File: src/rtl/fetch_pc_ctrl.sv
`default_nettype none
// ============================================================================
// Module   : fetch_pc_ctrl
// Purpose  : Owns the fetch PC, accepts branch redirects, qualifies IMEM data
//            around the read latency and counts taken redirects.
//            Optional macro FETCH_MISALIGN_TRAP_EN adds a sticky trap on
//            misaligned redirect targets.
// Revision : 1.0
// ============================================================================
module fetch_pc_ctrl #(
   parameter int PC_W     = 9,
   parameter int IMEM_LAT = 1,
   parameter int CNT_W    = 16
) (
   input  logic             clk,
   input  logic             reset,
   input  logic             PcSel,
   input  logic [31:0]      BrPC,
   input  logic             Stall,
   output logic [PC_W-1:0]  PC,
   output logic             InstrValid,
   output logic             Flush,
`ifdef FETCH_MISALIGN_TRAP_EN
   output logic             MisalignTrap,
`endif
   output logic [CNT_W-1:0] RedirectCnt
);

   localparam int              LAT_W     = 2;
   localparam logic [1:0]      ST_BOOT   = 2'd0;
   localparam logic [1:0]      ST_RUN    = 2'd1;
   localparam logic [1:0]      ST_REFILL = 2'd2;
   localparam logic [LAT_W-1:0] LAT_INIT = LAT_W'(IMEM_LAT);
   localparam logic [LAT_W-1:0] LAT_ONE  = LAT_W'(1);
   localparam logic [PC_W-1:0]  PC_STEP  = PC_W'(4);
   localparam logic [CNT_W-1:0] CNT_ONE  = CNT_W'(1);

   logic [1:0]       state_q, state_d;
   logic [LAT_W-1:0] bub_q, bub_d;
   logic [PC_W-1:0]  pc_q, pc_d;
   logic [CNT_W-1:0] rcnt_q, rcnt_d;
   logic [PC_W-1:0]  target;
   logic             redirect;
   logic             frozen;
   logic             unused_brpc;

   // Upper target bits are truncated; low bits are forced to a word boundary.
   assign target      = {BrPC[PC_W-1:2], 2'b00};
   assign unused_brpc = ^{BrPC[31:PC_W], BrPC[1:0]};

`ifdef FETCH_MISALIGN_TRAP_EN
   logic trap_q, trap_d;

   assign trap_d = trap_q | (redirect & (BrPC[1:0] != 2'b00));
   assign frozen = trap_q;

   always_ff @(posedge clk or posedge reset) begin
      if (reset) trap_q <= 1'b0;
      else       trap_q <= trap_d;
   end

   assign MisalignTrap = trap_q;
`else
   assign frozen = 1'b0;
`endif

   assign redirect = PcSel & (state_q != ST_BOOT) & ~frozen;

   always_ff @(posedge clk or posedge reset) begin
      if (reset) begin
         state_q <= ST_BOOT;
         bub_q   <= LAT_INIT;
         pc_q    <= '0;
         rcnt_q  <= '0;
      end else begin
         state_q <= state_d;
         bub_q   <= bub_d;
         pc_q    <= pc_d;
         rcnt_q  <= rcnt_d;
      end
   end

   always_comb begin
      state_d = state_q;
      bub_d   = bub_q;
      pc_d    = pc_q;
      rcnt_d  = rcnt_q;
      case (state_q)
         ST_BOOT: begin
            bub_d = bub_q - LAT_ONE;
            if (bub_q <= LAT_ONE) state_d = ST_RUN;
         end
         default: begin
            if (frozen) begin
               state_d = ST_REFILL;
            end else if (redirect) begin
               pc_d    = target;
               bub_d   = LAT_INIT;
               state_d = ST_REFILL;
               if (rcnt_q != '1) rcnt_d = rcnt_q + CNT_ONE;
            end else begin
               if (!Stall) pc_d = pc_q + PC_STEP;
               // The IMEM read is already in flight, so bubbles drain even when stalled.
               if (state_q == ST_REFILL) begin
                  bub_d = bub_q - LAT_ONE;
                  if (bub_q <= LAT_ONE) state_d = ST_RUN;
               end
            end
         end
      endcase
   end

   always_comb begin
      PC          = pc_q;
      RedirectCnt = rcnt_q;
      InstrValid  = (state_q == ST_RUN) & ~frozen;
      Flush       = redirect & ~reset;
   end

endmodule
`default_nettype wire

File: config.mk
export PLATFORM = sky130hd
export DESIGN_NAME = fetch_pc_ctrl
export DESIGN_NICKNAME = d
export VERILOG_FILES = /design/src/rtl/fetch_pc_ctrl.sv
export SDC_FILE = /design/constraint.sdc
export NUM_CORES = 1
export LEC_CHECK = 0
export CAP_MARGIN = 20
export CORE_ASPECT_RATIO = 0.75
export CORE_UTILIZATION = 35
export DETAILED_ROUTE_END_ITERATION = 8
export PLACE_DENSITY = 0.81
export SYNTH_ARGS = -nofsm -noshare
export SYNTH_HDL_FRONTEND = slang
export SYNTH_SLANG_ARGS = --single-unit
File: constraint.sdc
create_clock -name clk -period 3.2 [get_ports clk]
set_clock_uncertainty 0.1 [all_clocks]
set_input_delay 0.32 -clock clk [delete_from_list [all_inputs] [get_ports clk]]
set_output_delay 0.32 -clock clk [all_outputs]
set_load 0.05 [all_outputs]
### Word level (Yosys, flattened, before mapping)

Index checks and enable logic that the tools add are counted.

| cells by class | value |
|---|---|
| equality and inequality tests | 4 |
| add/subtract/negate cells | 3 |
| bitwise gates (word level) | 4 |
| order comparisons | 1 |
| muxes and demuxes | 9 |
| reduce and logical (&&, ||, !) cells | 5 |

Operators by type and width:

| kind | number |
|---|---|
| $mux W9 | 2 |
| $add A16 B1 Y16 const B | 1 |
| $ne A16 B16 Y1 const B | 1 |
| $mux W2 | 7 |
| $add A9 B3 Y9 const B | 1 |
| $reduce_and A3 Y1 | 1 |
| $reduce_bool A3 Y1 | 1 |
| $and A1 B1 Y1 | 2 |
| $eq A2 B1 Y1 const B | 1 |
| $eq A2 B2 Y1 const B | 1 |
| $le A2 B1 Y1 const B | 1 |
| $logic_not A2 Y1 | 1 |
| $ne A2 B1 Y1 const B | 1 |
| $not A1 Y1 | 2 |
| $reduce_and A2 Y1 | 1 |
| $reduce_bool A2 Y1 | 1 |
| $sub A2 B1 Y2 const B | 1 |

| storage, ports and cells | value |
|---|---|
| output and inout bits | 27 |
| register bits | 29 |
| input bits | 36 |
| logic and storage cells | 30 |

### Logic depth before layout (Yosys ltp)

| depth | value |
|---|---|
| depth after elaboration | 5 |
| mapped depth | 6 |
| depth with buffers taken out | 5 |

### Least setup slack after synthesis

OpenSTA, ideal clock, no wires.

| timing | value |
|---|---|
| kind | register to register |
| start point | reg rcnt_q[0] (netlist: RedirectCnt[0]) |
| end point | reg rcnt_q[10] (netlist: RedirectCnt[10]) |
| cell stages (with the launch flop) | 6 |
| arrival | 1.777 ns |
| library setup time | 0.143 ns |
| path slack | 1.179 ns |
| required time | 2.957 ns |
| buffers on the path | 0 |
| clock period less this slack | 2.021 ns |
| cells stage by stage | dfrtp_1 -> ha_1 -> nand4_1 -> a211oi_1 -> nand4_1 -> xnor2_1 |

| on the way | value |
|---|---|
| longest elaborated chain between the ends | 2 |
| elaborated cells on any way between the ends | 3 |
| those cells by class | add/sub: 1; eq/ne: 1; reduce/logical: 1 |

Ends and longest elaborated chain:

| what | line | text |
|---|---|---|
| from (decl) | 41 | `logic [CNT_W-1:0] rcnt_q, rcnt_d;` |
| from (signal assigned) | 79 | `rcnt_q <= rcnt_d;` |
| parallel branches: the longest is 2 deep, another holds $add A16 B1 Y16 | - |  |

Several ways; the timed one is not identified.
A chain may end at the register's enable or synchronous reset.

### Final worst setup path

| timing | value |
|---|---|
| start point | reg state_q[0] |
| end point | out InstrValid |

| on the way | value |
|---|---|
| longest elaborated chain between the ends | 1 |

Ends and longest elaborated chain:

| what | line | text |
|---|---|---|
| from (decl) | 38 | `logic [1:0] state_q, state_d;` |
| from (signal assigned) | 76 | `state_q <= state_d;` |
| $eq A2 B1 Y1 | 116 | `InstrValid = (state_q == ST_RUN) & ~frozen;` |
| to (decl) | 21 | `output logic InstrValid,` |

No other way between the ends.

==> impl_metrics.json <==
{
  "n_antenna_cell": 0,
  "total_power_uw": 1490,
  "clk_pin_slew_ps": 90,
  "yosysTopAreaCellShare": 0.475,
  "leakage_uw": 0.000783,
  "route.met3.wl_um": 134,
  "portBuffers": 35,
  "drt-total-wl_mm": 2.70,
  "critPathKind": "flip-flop to output port",
  "crit_fanout": 9,
  "setup_viol_count_final": 0,
  "tightest_slew_ps": 511,
  "die_w_um": 74.2,
  "grt_pass1_wl_mm": 4.48,
  "ys_types": 30,
  "drc_errors": 0,
  "postCtsSetupRepairBufs": 0,
  "pin_count": 63,
  "hold_viol_final": 0,
  "cts-resized-gates": 0,
  "cts.path.max_buffers": 2,
  "holdCritPathClass": "input pin to asynchronous set/reset pin",
  "p_switching_uw": 696,
  "power_frac_clock": 0.126,
  "grt_overflow_total": 0,
  "rsz0062_at_grt": "no",
  "first_iter_violations": 42,
  "comb_power_share": 0.486,
  "initial_core_util": 0.369,
  "final_max_slew_viol_count": 0,
  "placed_area_sq_um": 1770,
  "drt-wirelength-per-cell_um": 12.1,
  "start_kind": "flip-flop",
  "grt_pass1_vias": 926,
  "irDropWorstVdd_uv": 647,
  "cts-hold-fix-buffers": 0,
  "cts-root-buf": "clkbuf_8",
  "drt-pass1-iter-count": 2,
  "required_ps": 2780,
  "grt_antenna_before_repair": 0,
  "synth_area_per_cell_sq_um": 10.3,
  "yosysTopAreaCell": "dfrtp_1",
  "drt-met1-wl_mm": 1.38,
  "status": "completed",
  "cts_sinks": 27,
  "slew_headroom": 0.659,
  "ff_latch_area_sq_um": 677,
  "fin_area_sq_um": 1820,
  "cts_buffers": 3,
  "cts.htree.levels": 1,
  "track_usage": 0.143,
  "synth_area_leaders": "dfrtp_1 48%, xor2_1 10%, and4_1 3.8%",
  "coreArea_sq_um": 3710,
  "synth.cell_area_sq_um": 1370,
  "dieArea_sq_um": 4170,
  "clock_latency_ps": 270,
  "dpl.hpwl_mm": 1.95,
  "antenna_left": 0,
  "fin_nets": 209,
  "num_rows": 19,
  "fin_crit_ps": 2170,
  "cts_tree": "yes",
  "ys_seq_area_frac": 0.495,
  "worstPathArrival_ps": 1750,
  "dp_slack_ps": 1220,
  "power_frac_seq": 0.387,
  "ys_ff_latch": 27,
  "met2_length_mm": 1.16,
  "dr.max_layer_used": "met4",
  "grt_max_degree": 28,
  "p_int_uw": 798,
  "period_share": 0.677,
  "die_h_um": 56.2,
  "drive_gt1_frac": 0.0765,
  "synthCells": 133,
  "area_growth_pct": 32.9,
  "via_count": 1080,
  "crit_path_end_kind": "output port",
  "place_congestion": 0.781,
  "multi_input_area_sq_um": 647,
  "max_cap_viol_count": 0,
  "yosysWarnings": 0,
  "timing.fmax_mhz": 462,
  "power_density_nw_per_um2": 821,
  "viasPerCell": 4.86,
  "finalSetupTns_ps": 0,
  "worst_slack_ps": 1030,
  "switching_share": 0.466,
  "nFillCells": 368
}
==> power by group through the flow <==
stage / Sequential (uW) / Clock [uW] / Combinational, uW
6_report: 579 / 189 / 726
3_5_place_dp: 584 / 0 / 727
5_1_grt: 600 / 210 / 771
2_1_floorplan: 820 / 0 / 247
4_1_cts: 577 / 196 / 732
3_3_place_gp: 581 / 0 / 718
==> cells by family (layout without fill, tap and decap cells) <==
group | count (synthesis) | in the layout | share of synthesized area
compound gates | 17 | 17 | 0.0695
xor+xnor | 21 | 21 | 0.134
fa+ha+maj | 2 | 2 | 0.0183
simple gates | 54 | 54 | 0.229
flops | 27 | 27 | 0.495
buf+inv | 9 | 45 | 0.0356
other cells | 1 | 2 | 0.00274
mux | 2 | 2 | 0.0155
==> sequential cells by signal (all words and copies together), names as in the netlist <==
name,flops
RedirectCnt,16
PC,7
bub_q,2
state_q,2
==> metrics by stage <==
step	cells	utilization	hold slack, ps
floorplan	134	-	272
global placement	218	0.478	375
detailed placement	218	0.478	384
CTS	222	0.491	328
global route	222	0.491	359
finish	222	0.491	325
==> Yosys cell counts <==
library cell,number
nor4_2,2
nand2_1,11
nor3_1,7
and2_1,1
mux2_1,1
and4_1,6
o21ai_0,7
xnor2_1,5
o21a_1,1
nand4_1,6
buf_2,3
xor2_1,16
dfrtp_1,26
dfstp_2,1
nand3_1,7
conb_1,1
a21oi_1,7
nor2_1,7
buf_4,3
o21ba_2,1
a211oi_1,1
or3_1,1
nand4_2,1
ha_1,2
and3_1,2
nor4b_1,1
nor3b_1,2
inv_1,2
clkbuf_1,1
mux2i_1,1
==> worst paths after layout <==
path	from	depth (start not counted)	slack, ps	to
worst max-delay path	state_q[0]$_DFFE_PP0P_	3	1030	InstrValid
worst min-delay path	reset	3	320	RedirectCnt[4]$_DFFE_PP0P_
worst max register to register	RedirectCnt[0]$_DFFE_PP0P_	6	1290	RedirectCnt[1]$_DFFE_PP0P_
worst min register to register	bub_q[1]$_DFFE_PP0P_	1	390	state_q[0]$_DFFE_PP0P_
max in group asynchronous	reset	3	2370	bub_q[0]$_DFFE_PP1P_
min in group clk	bub_q[1]$_DFFE_PP0P_	1	390	state_q[0]$_DFFE_PP0P_
==> layout make-up <==
cell class	instances	area share
tap	52	0.0358
clock buffer	4	0.0248
inverter	2	0.00413
timing repair buffer	39	0.208
sequential	27	0.372
multi-input combinational	98	0.356
==> placed cells by master (no fill, tap or decap), types with 3 or more instances in the layout <==
master	n
buf_4	5
dfrtp_1	26
nand3_1	7
xnor2_1	5
nor2_1	7
nor3_1	7
clkbuf_8	3
nand4_1	6
a21oi_1	7
and4_1	6
xor2_1	16
o21ai_0	7
clkdlybuf4s50_1	34
nand2_1	11
==> worst max-delay path: stages (launching register included) <==
cell             delay [ps]
dfrtp_1                 480
inv_1                   110
nor2_1                   90
clkdlybuf4s50_1         800
==> layer usage <==
metal,GRT usage,up-vias
met1,0.205,520
met5,0,-
met4,0.0485,0
li1,-,541
met3,0.0453,2
met2,0.203,17
No activity file was read; power rests on OpenSTA's default activity.
